<file path="src/rtl/dbg_seq_pkg.sv">
// Shared types and constants for the debug RAM sequencer: top-level states,
// dump sub-phases and the BRAM word/write-enable constants.
package dbg_seq_pkg;

   typedef enum logic [2:0] {
      ST_IDLE    = 3'd0,
      ST_LD_DATA = 3'd1,
      ST_LD_INST = 3'd2,
      ST_RUN     = 3'd3,
      ST_DP_DATA = 3'd4,
      ST_DP_INST = 3'd5,
      ST_DONE    = 3'd6
   } seq_state_t;

   typedef enum logic [1:0] {
      PH_ISSUE   = 2'd0,
      PH_WAIT    = 2'd1,
      PH_PRESENT = 2'd2
   } dump_phase_t;

   localparam int         WORD_BYTES = 4;
   localparam logic [3:0] WE_ALL     = 4'b1111;

endpackage

</file>
<file path="src/rtl/dbg_dump_reader.sv">
// Per-word read handshake for the dump phases: issue an address, wait out the
// 1-cycle BRAM latency, then hold the captured word until the consumer takes it.
module dbg_dump_reader
   import dbg_seq_pkg::*;
(
   input  logic        i_clk,
   input  logic        i_rst,
   input  logic        i_active,
   input  logic [31:0] i_addr,
   input  logic        i_sel,
   input  logic [31:0] i_rd_data,
   input  logic        i_out_ready,
   output logic        o_issue,
   output logic        o_handshake,
   output logic        o_out_valid,
   output logic [31:0] o_out_data,
   output logic [31:0] o_out_addr,
   output logic        o_out_sel
);

   dump_phase_t r_phase;
   dump_phase_t w_phase_next;
   logic [31:0] r_data;
   logic [31:0] r_addr;
   logic        r_sel;

   always_comb begin
      w_phase_next = r_phase;
      o_issue      = 1'b0;
      o_handshake  = 1'b0;
      case (r_phase)
         PH_ISSUE: begin
            if (i_active) begin
               o_issue      = 1'b1;
               w_phase_next = PH_WAIT;
            end
         end
         PH_WAIT: w_phase_next = PH_PRESENT;
         PH_PRESENT: begin
            if (i_out_ready) begin
               o_handshake  = 1'b1;
               w_phase_next = PH_ISSUE;
            end
         end
         default: w_phase_next = PH_ISSUE;
      endcase
   end

   always_ff @(posedge i_clk) begin
      if (i_rst) begin
         r_phase <= PH_ISSUE;
         r_data  <= '0;
         r_addr  <= '0;
         r_sel   <= 1'b0;
      end else begin
         r_phase <= w_phase_next;
         // RD2 reflects the address issued one cycle earlier
         if (r_phase == PH_WAIT) begin
            r_data <= i_rd_data;
            r_addr <= i_addr;
            r_sel  <= i_sel;
         end
      end
   end

   assign o_out_valid = (r_phase == PH_PRESENT);
   assign o_out_data  = r_data;
   assign o_out_addr  = r_addr;
   assign o_out_sel   = r_sel;

endmodule

</file>
<file path="src/rtl/dbg_ram_sequencer.sv">
// Owns the RV32Core debug BRAM ports and core reset: loads Data then Inst RAM
// from a host word stream, runs the core for RUN_CYCLES, then dumps both RAMs.
module dbg_ram_sequencer
   import dbg_seq_pkg::*;
#(
   parameter int BRAM_WORDS = 4096,
   parameter int RUN_CYCLES = 200000,
   parameter int CNT_W      = 32
) (
   input  logic        CPU_CLK,
   input  logic        CPU_RST,
   input  logic        start,
   input  logic        in_valid,
   output logic        in_ready,
   input  logic [31:0] in_data,
   input  logic        in_last,
   output logic        out_valid,
   input  logic        out_ready,
   output logic [31:0] out_data,
   output logic [31:0] out_addr,
   output logic        out_sel,
   output logic        Core_RST,
   output logic [31:0] DataRAM_A2,
   output logic [31:0] DataRAM_WD2,
   output logic [3:0]  DataRAM_WE2,
   input  logic [31:0] DataRAM_RD2,
   output logic [31:0] InstRAM_A2,
   output logic [31:0] InstRAM_WD2,
   output logic [3:0]  InstRAM_WE2,
   input  logic [31:0] InstRAM_RD2,
   output logic        busy,
   output logic        done,
   output logic [2:0]  state
);

   localparam logic [31:0]      LAST_ADDR = 32'(WORD_BYTES * (BRAM_WORDS - 1));
   localparam logic [31:0]      WORD_INC  = 32'(WORD_BYTES);
   localparam logic [CNT_W-1:0] RUN_END   = CNT_W'(RUN_CYCLES);

   seq_state_t       r_state;
   seq_state_t       w_state_next;
   logic [31:0]      r_addr;
   logic             r_gap;
   logic [CNT_W-1:0] r_cnt;
   logic             r_core_rst;
   logic [31:0]      r_data_a2;
   logic [31:0]      r_data_wd2;
   logic [3:0]       r_data_we2;
   logic [31:0]      r_inst_a2;
   logic [31:0]      r_inst_wd2;
   logic [3:0]       r_inst_we2;

   logic             w_loading;
   logic             w_dumping;
   logic             w_dp_inst;
   logic             w_accept;
   logic             w_ld_end;
   logic             w_issue;
   logic             w_handshake;
   logic             w_dp_end;
   logic [31:0]      w_rd_mux;

   // Handshakes: a word moves on the rising edge where valid and ready are both
   // high; a producer holds valid and data stable until then, ready may toggle.
   assign w_loading = (r_state == ST_LD_DATA) || (r_state == ST_LD_INST);
   assign w_dumping = (r_state == ST_DP_DATA) || (r_state == ST_DP_INST);
   assign w_dp_inst = (r_state == ST_DP_INST);
   assign in_ready  = w_loading && !r_gap;
   assign w_accept  = in_valid && in_ready;
   assign w_ld_end  = w_accept && (in_last || (r_addr == LAST_ADDR));
   assign w_dp_end  = w_handshake && (r_addr == LAST_ADDR);
   assign w_rd_mux  = w_dp_inst ? InstRAM_RD2 : DataRAM_RD2;

   dbg_dump_reader u_reader (
      .i_clk       (CPU_CLK),
      .i_rst       (CPU_RST),
      .i_active    (w_dumping),
      .i_addr      (r_addr),
      .i_sel       (w_dp_inst),
      .i_rd_data   (w_rd_mux),
      .i_out_ready (out_ready),
      .o_issue     (w_issue),
      .o_handshake (w_handshake),
      .o_out_valid (out_valid),
      .o_out_data  (out_data),
      .o_out_addr  (out_addr),
      .o_out_sel   (out_sel)
   );

   always_comb begin
      w_state_next = r_state;
      case (r_state)
         ST_IDLE, ST_DONE: if (start) w_state_next = ST_LD_DATA;
         ST_LD_DATA:       if (w_ld_end) w_state_next = ST_LD_INST;
         ST_LD_INST:       if (w_ld_end) w_state_next = ST_RUN;
         ST_RUN:           if (r_cnt == RUN_END) w_state_next = ST_DP_DATA;
         ST_DP_DATA:       if (w_dp_end) w_state_next = ST_DP_INST;
         ST_DP_INST:       if (w_dp_end) w_state_next = ST_DONE;
         default:          w_state_next = ST_IDLE;
      endcase
   end

   always_ff @(posedge CPU_CLK) begin
      if (CPU_RST) begin
         r_state    <= ST_IDLE;
         r_addr     <= '0;
         r_gap      <= 1'b0;
         r_cnt      <= '0;
         r_core_rst <= 1'b1;
         r_data_a2  <= '0;
         r_data_wd2 <= '0;
         r_data_we2 <= '0;
         r_inst_a2  <= '0;
         r_inst_wd2 <= '0;
         r_inst_we2 <= '0;
      end else begin
         r_state    <= w_state_next;
         r_data_we2 <= '0;
         r_inst_we2 <= '0;
         r_gap      <= 1'b0;
         r_core_rst <= 1'b1;
         r_cnt      <= '0;
         case (r_state)
            ST_IDLE, ST_DONE: if (start) r_addr <= '0;
            ST_LD_DATA, ST_LD_INST: begin
               if (w_accept) begin
                  if (r_state == ST_LD_DATA) begin
                     r_data_a2  <= r_addr;
                     r_data_wd2 <= in_data;
                     r_data_we2 <= WE_ALL;
                  end else begin
                     r_inst_a2  <= r_addr;
                     r_inst_wd2 <= in_data;
                     r_inst_we2 <= WE_ALL;
                  end
                  if (w_ld_end) begin
                     r_addr <= '0;
                     r_gap  <= 1'b1;
                  end else begin
                     r_addr <= r_addr + WORD_INC;
                  end
               end
            end
            ST_RUN: begin
               // First RUN cycle keeps the core in reset; release for RUN_CYCLES
               if (r_cnt != RUN_END) begin
                  r_cnt      <= r_cnt + CNT_W'(1);
                  r_core_rst <= 1'b0;
               end
            end
            ST_DP_DATA, ST_DP_INST: begin
               if (w_issue) begin
                  if (w_dp_inst) r_inst_a2 <= r_addr;
                  else           r_data_a2 <= r_addr;
               end
               if (w_dp_end)         r_addr <= '0;
               else if (w_handshake) r_addr <= r_addr + WORD_INC;
            end
            default: ;
         endcase
      end
   end

   // During ISSUE the address must reach the BRAM in the same cycle
   assign DataRAM_A2  = (w_issue && !w_dp_inst) ? r_addr : r_data_a2;
   assign InstRAM_A2  = (w_issue &&  w_dp_inst) ? r_addr : r_inst_a2;
   assign DataRAM_WD2 = r_data_wd2;
   assign DataRAM_WE2 = r_data_we2;
   assign InstRAM_WD2 = r_inst_wd2;
   assign InstRAM_WE2 = r_inst_we2;
   assign Core_RST    = r_core_rst;
   assign busy        = (r_state != ST_IDLE) && (r_state != ST_DONE);
   assign done        = (r_state == ST_DONE);
   assign state       = r_state;

endmodule

</file>
<file path="config.mk">
export PLATFORM = sky130hd
export DESIGN_NAME = dbg_ram_sequencer
export DESIGN_NICKNAME = d
export VERILOG_FILES = /design/src/rtl/dbg_seq_pkg.sv /design/src/rtl/dbg_dump_reader.sv /design/src/rtl/dbg_ram_sequencer.sv
export SDC_FILE = /design/constraint.sdc
export NUM_CORES = 1
export LEC_CHECK = 0
export CORE_MARGIN = 8
export CORE_UTILIZATION = 42
export CTS_CLUSTER_SIZE = 25
export DETAILED_ROUTE_END_ITERATION = 7
export PLACE_DENSITY = 0.68
export REMOVE_ABC_BUFFERS = 1
export SLEW_MARGIN = 20
export SYNTH_ARGS = -nofsm -noshare
export SYNTH_HDL_FRONTEND = slang
export SYNTH_SLANG_ARGS = --single-unit
</file>
<file path="constraint.sdc">
create_clock -name CPU_CLK -period 5.7 [get_ports CPU_CLK]
set_clock_uncertainty 0.2 [all_clocks]
set_input_delay 0.57 -clock CPU_CLK [delete_from_list [all_inputs] [get_ports CPU_CLK]]
set_output_delay 0.57 -clock CPU_CLK [all_outputs]
set_load 0.05 [all_outputs]
</file>
==> summary.txt <==
Detailed routing
  • Antenna Nets Post-Route: 0
  • Final WL: 33330 um
  • DR DRC count: 0
  • Average via count per standard cell: between 5 and 6
  • First-pass iteration count of the detailed router: 7
  • WL per Instance: about 17 um
  • Number of vias after detailed routing: 10120
  • Initial DRC Count: approximately 600

Logic synthesis
  • Count of state elements after synthesis: 258
  • Synth Flop Type: sky130_fd_sc_hd__dfxtp_1
  • Count of different cell masters after synthesis: 54
  • Post-synthesis area per instance: 8.169 um2
  • Cells taking the most area after synthesis: sky130_fd_sc_hd__dfxtp_1, sky130_fd_sc_hd__nand2_1, sky130_fd_sc_hd__a21oi_1
  • Post-synth EDFFs: 0
  • Gate Count Post-Synth: 1368
  • Fraction of the yosys area taken by sequential cells: a little under half
  • Async set-reset flop share out of synthesis: 0%
  • Library cell with the largest summed area after synthesis: sky130_fd_sc_hd__dfxtp_1
  • Post-Syn Area: roughly 11000 um2
  • Syn. warnings: 0
  • Top cell type's share of synthesized area: between 40 and 50%

Critical path
  • Worst Setup Path Type: flop to output pin
  • Crit end category: output pin
  • Count of cells along the worst register-to-register path: 7
  • End of the worst register-to-register path: r_inst_a2[20]
  • CP required: 4.93 ns
  • Crit path max-delay cell type: sky130_fd_sc_hd__or3_2
  • Setup crit end: InstRAM_A2[2]
  • Cell Chain, Critical Path: inv_1, nand3_2, buf_4, or3_2, mux2_2, clkdlybuf4s50_1
  • Buffers plus inverters on the worst setup path: 3
  • Crit path DAT: roughly 3.8 ns
  • Number of stages on the worst setup path: 6
  • Max FO, Critical Path: 36
  • FF-to-FF setup slack: 2.25 ns
  • Critical path startpoint: state[1]
  • Launch point of the worst reg-to-reg path: state[1]
  • Type of element launching the critical path: flop
  • Family with the most delay on the worst path: buffers and inverters
  • Crit-path max cell delay: 0.81 ns

GRT
  • Largest net degree at the start of global routing: between 100 and 150
  • First-pass GRT wire length: roughly 52000 um
  • Total congestion overflow: 0
  • GRT Overall Usage: roughly a fifth
  • Number of antenna violations at the first check in global routing: 2
  • Vias in the first global route: between 9000 and 10000

STA
  • Number of setup violations in the final report: 0
  • Final hold viol count: 0
  • Maximum frequency from static timing analysis: around 0.22 GHz
  • Worst hold-check slack: approximately 0.25 ns
  • Slew at the pin closest to its max-slew limit: around 1.1 ns
  • Setup repair after global routing missed its margin: false
  • Sum of negative setup slack: 0 ns
  • Ratio of final minimum period to clock period: 80.17%
  • Relative slew margins: a little over a quarter
  • Final Max Tran Viols: 0
  • Final period demand of the worst path: 4.570 ns

Clock tree
  • Post-CTS Resized: 0
  • Post-CTS repair timing setup buffer count: 0
  • Register clock-pin slew on the reported worst setup and hold paths: ~0.060 ns
  • TritonCTS Sinks: 258
  • Root buffer cell: sky130_fd_sc_hd__clkbuf_16
  • Number of buffers created by CTS: 29
  • Clock insertion delay at the later pin of the skew report: ~0.54 ns
  • Clock tree from TritonCTS: done
  • Max Buffers Root-to-Sink: 3
  • Quantity of hold-fixing buffers added after cts: 0
  • Number of levels in the clock H-tree: 1

Floorplanning
  • Area of the core: ~26000 um2
  • Number of ports placed on the die boundary: 311
  • Die boundary width: about 180 um
  • Total number of placement rows: just under 60
  • Overall die height: 179.1 um
  • Total die area: about 32000 um2
  • Effective utilization at floorplan: between 40 and 50%

Run
  • Max Cap Viol: 0

Outcome
  • Result of the run: finished clean

Finish
  • Final non-filler cell area: 15210 um2
  • Post-layout net count: approximately 1700
  • Final core utilization: 58.22%
  • Area delta synth->final: 36.13%
  • Commonest non-fill, non-tap cells in the layout: sky130_fd_sc_hd__nand2_1, sky130_fd_sc_hd__clkdlybuf4s50_1, sky130_fd_sc_hd__dfxtp_1
  • Fraction of layout instances using a drive strength above 1: 8.793%
  • Most common cell after layout, fill and taps aside: sky130_fd_sc_hd__nand2_1

Place
  • Count of input and output buffers: 304
  • Half-perimeter wire length after detailed placement: roughly 23000 um
  • Final weighted congestion in routability-driven placement: a little over 0.8
  • Placed cell area: between 10000 and 15000 um2

Pwr
  • Max VDD drop: between 0.0002 and 0.00025 V
  • Pwr Density: between 300 and 400 nW/um2
  • Leakage Power: about 0.0053 uW

Worst hold path
  • Depth of the worst hold-timing path: 2
  • Path class of the lowest-slack min-delay path: flop to flop
==> cells in the mapped netlist (2+ instances only) <==
library cell               number
sky130_fd_sc_hd__and4_1         9
sky130_fd_sc_hd__xor2_1        17
sky130_fd_sc_hd__nor2b_1        3
sky130_fd_sc_hd__a211oi_1      32
sky130_fd_sc_hd__or3_1          4
sky130_fd_sc_hd__and3_1         4
sky130_fd_sc_hd__nor4bb_1       2
sky130_fd_sc_hd__dfxtp_1      258
sky130_fd_sc_hd__buf_1          4
sky130_fd_sc_hd__ha_1           4
sky130_fd_sc_hd__or2_2          3
sky130_fd_sc_hd__nor2_1       108
sky130_fd_sc_hd__nand4b_1       2
sky130_fd_sc_hd__nor3_2         2
sky130_fd_sc_hd__mux2i_1       32
sky130_fd_sc_hd__mux2_2        56
sky130_fd_sc_hd__a21oi_1      165
sky130_fd_sc_hd__inv_1         11
sky130_fd_sc_hd__nand2_1      351
sky130_fd_sc_hd__or4_1          3
sky130_fd_sc_hd__nand3_1       23
sky130_fd_sc_hd__buf_2         14
sky130_fd_sc_hd__or3b_2         2
sky130_fd_sc_hd__a22o_1         6
sky130_fd_sc_hd__o21ai_0       12
sky130_fd_sc_hd__buf_6          2
sky130_fd_sc_hd__nand2b_1      12
sky130_fd_sc_hd__nor4b_1        5
sky130_fd_sc_hd__buf_4         12
sky130_fd_sc_hd__clkbuf_1      94
sky130_fd_sc_hd__a21o_1         4
sky130_fd_sc_hd__o22ai_1        2
sky130_fd_sc_hd__nor4_1        18
sky130_fd_sc_hd__and2_1         4
sky130_fd_sc_hd__o311ai_0       5
sky130_fd_sc_hd__xnor2_1       29
sky130_fd_sc_hd__nand3b_1       2
sky130_fd_sc_hd__nor3_1        21
sky130_fd_sc_hd__nand4_1       16
==> metal layers <==
layer  GRT usage, %  share of wire (%)  vias to the layer above
met2          32.86                 45                      315
met3          5.602                7.9                       51
met5              0              0.024                        -
met4          5.727                2.3                        2
met1          25.16                 44                     4706
li1               -                  -                     5043
==> kinds of logic (layout without fill, tap and decap cells) <==
group | Yosys count | count (layout) | share of synthesized area [%]
buf+inv | 137 | 379 | 5.296
compound gates | 234 | 234 | 12.10
mux | 88 | 88 | 8.509
other cells | 1 | 7 | 0.03355
simple gates | 600 | 600 | 23.79
flops | 258 | 258 | 46.22
fa+ha+maj | 4 | 4 | 0.4478
xor+xnor | 46 | 46 | 3.605
==> report_power, final <==
group	total, uW	internal [uW]	switching [uW]
logic	947	303	644
clock network	1850	1120	733
registers	1920	1870	56.2
==> metrics by stage <==
| step | setup slack (ns) | cells | power, uW |
|---|---|---|---|
| detailed placement | 1.710 | 1900 | 2915 |
| global route | 0.9102 | 1951 | 4910 |
| global placement | 1.774 | 1900 | 2908 |
| floorplan | 0.2645 | 1247 | 2513 |
| CTS | 1.108 | 1950 | 4777 |
| finish | 1.130 | 1951 | 4721 |
==> sequential cells by signal (all words and copies together), names as in the netlist <==
register,flops
r_data_a2,30
r_addr,30
InstRAM_WE2,1
u_reader.o_out_data,32
r_cnt,32
r_inst_a2,30
u_reader.o_out_addr,30
DataRAM_WD2,32
Core_RST,1
r_gap,1
InstRAM_WD2,32
state,3
u_reader.o_out_sel,1
DataRAM_WE2,1
u_reader.r_phase,2
==> worst min-delay path, delay by kind of cell (launching register included) <==
kind,cells,cell delay [ns]
simple gates,1,0.05
flops,1,0.30
compound gates,1,0.05
==> worst min-delay path by stage <==
stage	startpoint	slack, ns	end
floorplan	r_inst_a2[10]	0.22	r_inst_a2[10]
global placement	r_cnt[0]	0.24	r_cnt[0]
finish	DataRAM_WD2[31]	0.25	DataRAM_WD2[31]
detailed placement	r_inst_a2[14]	0.24	r_inst_a2[14]
global route	r_inst_a2[9]	0.26	r_inst_a2[9]
CTS	r_inst_a2[14]	0.25	r_inst_a2[14]
==> area by class of cell <==
class | instances | area [um2]
Antenna cell | 1 | 2.502
Clock buffer | 41 | 850.8
Clock inverter | 9 | 101.3
Fill cell | 2428 | 10920
Inverter | 11 | 41.29
Multi-Input combinational cell | 978 | 5484
Sequential cell | 258 | 5165
Tap cell | 335 | 419.2
Timing Repair Buffer | 318 | 3149
No activity file was read; power rests on OpenSTA's default activity.
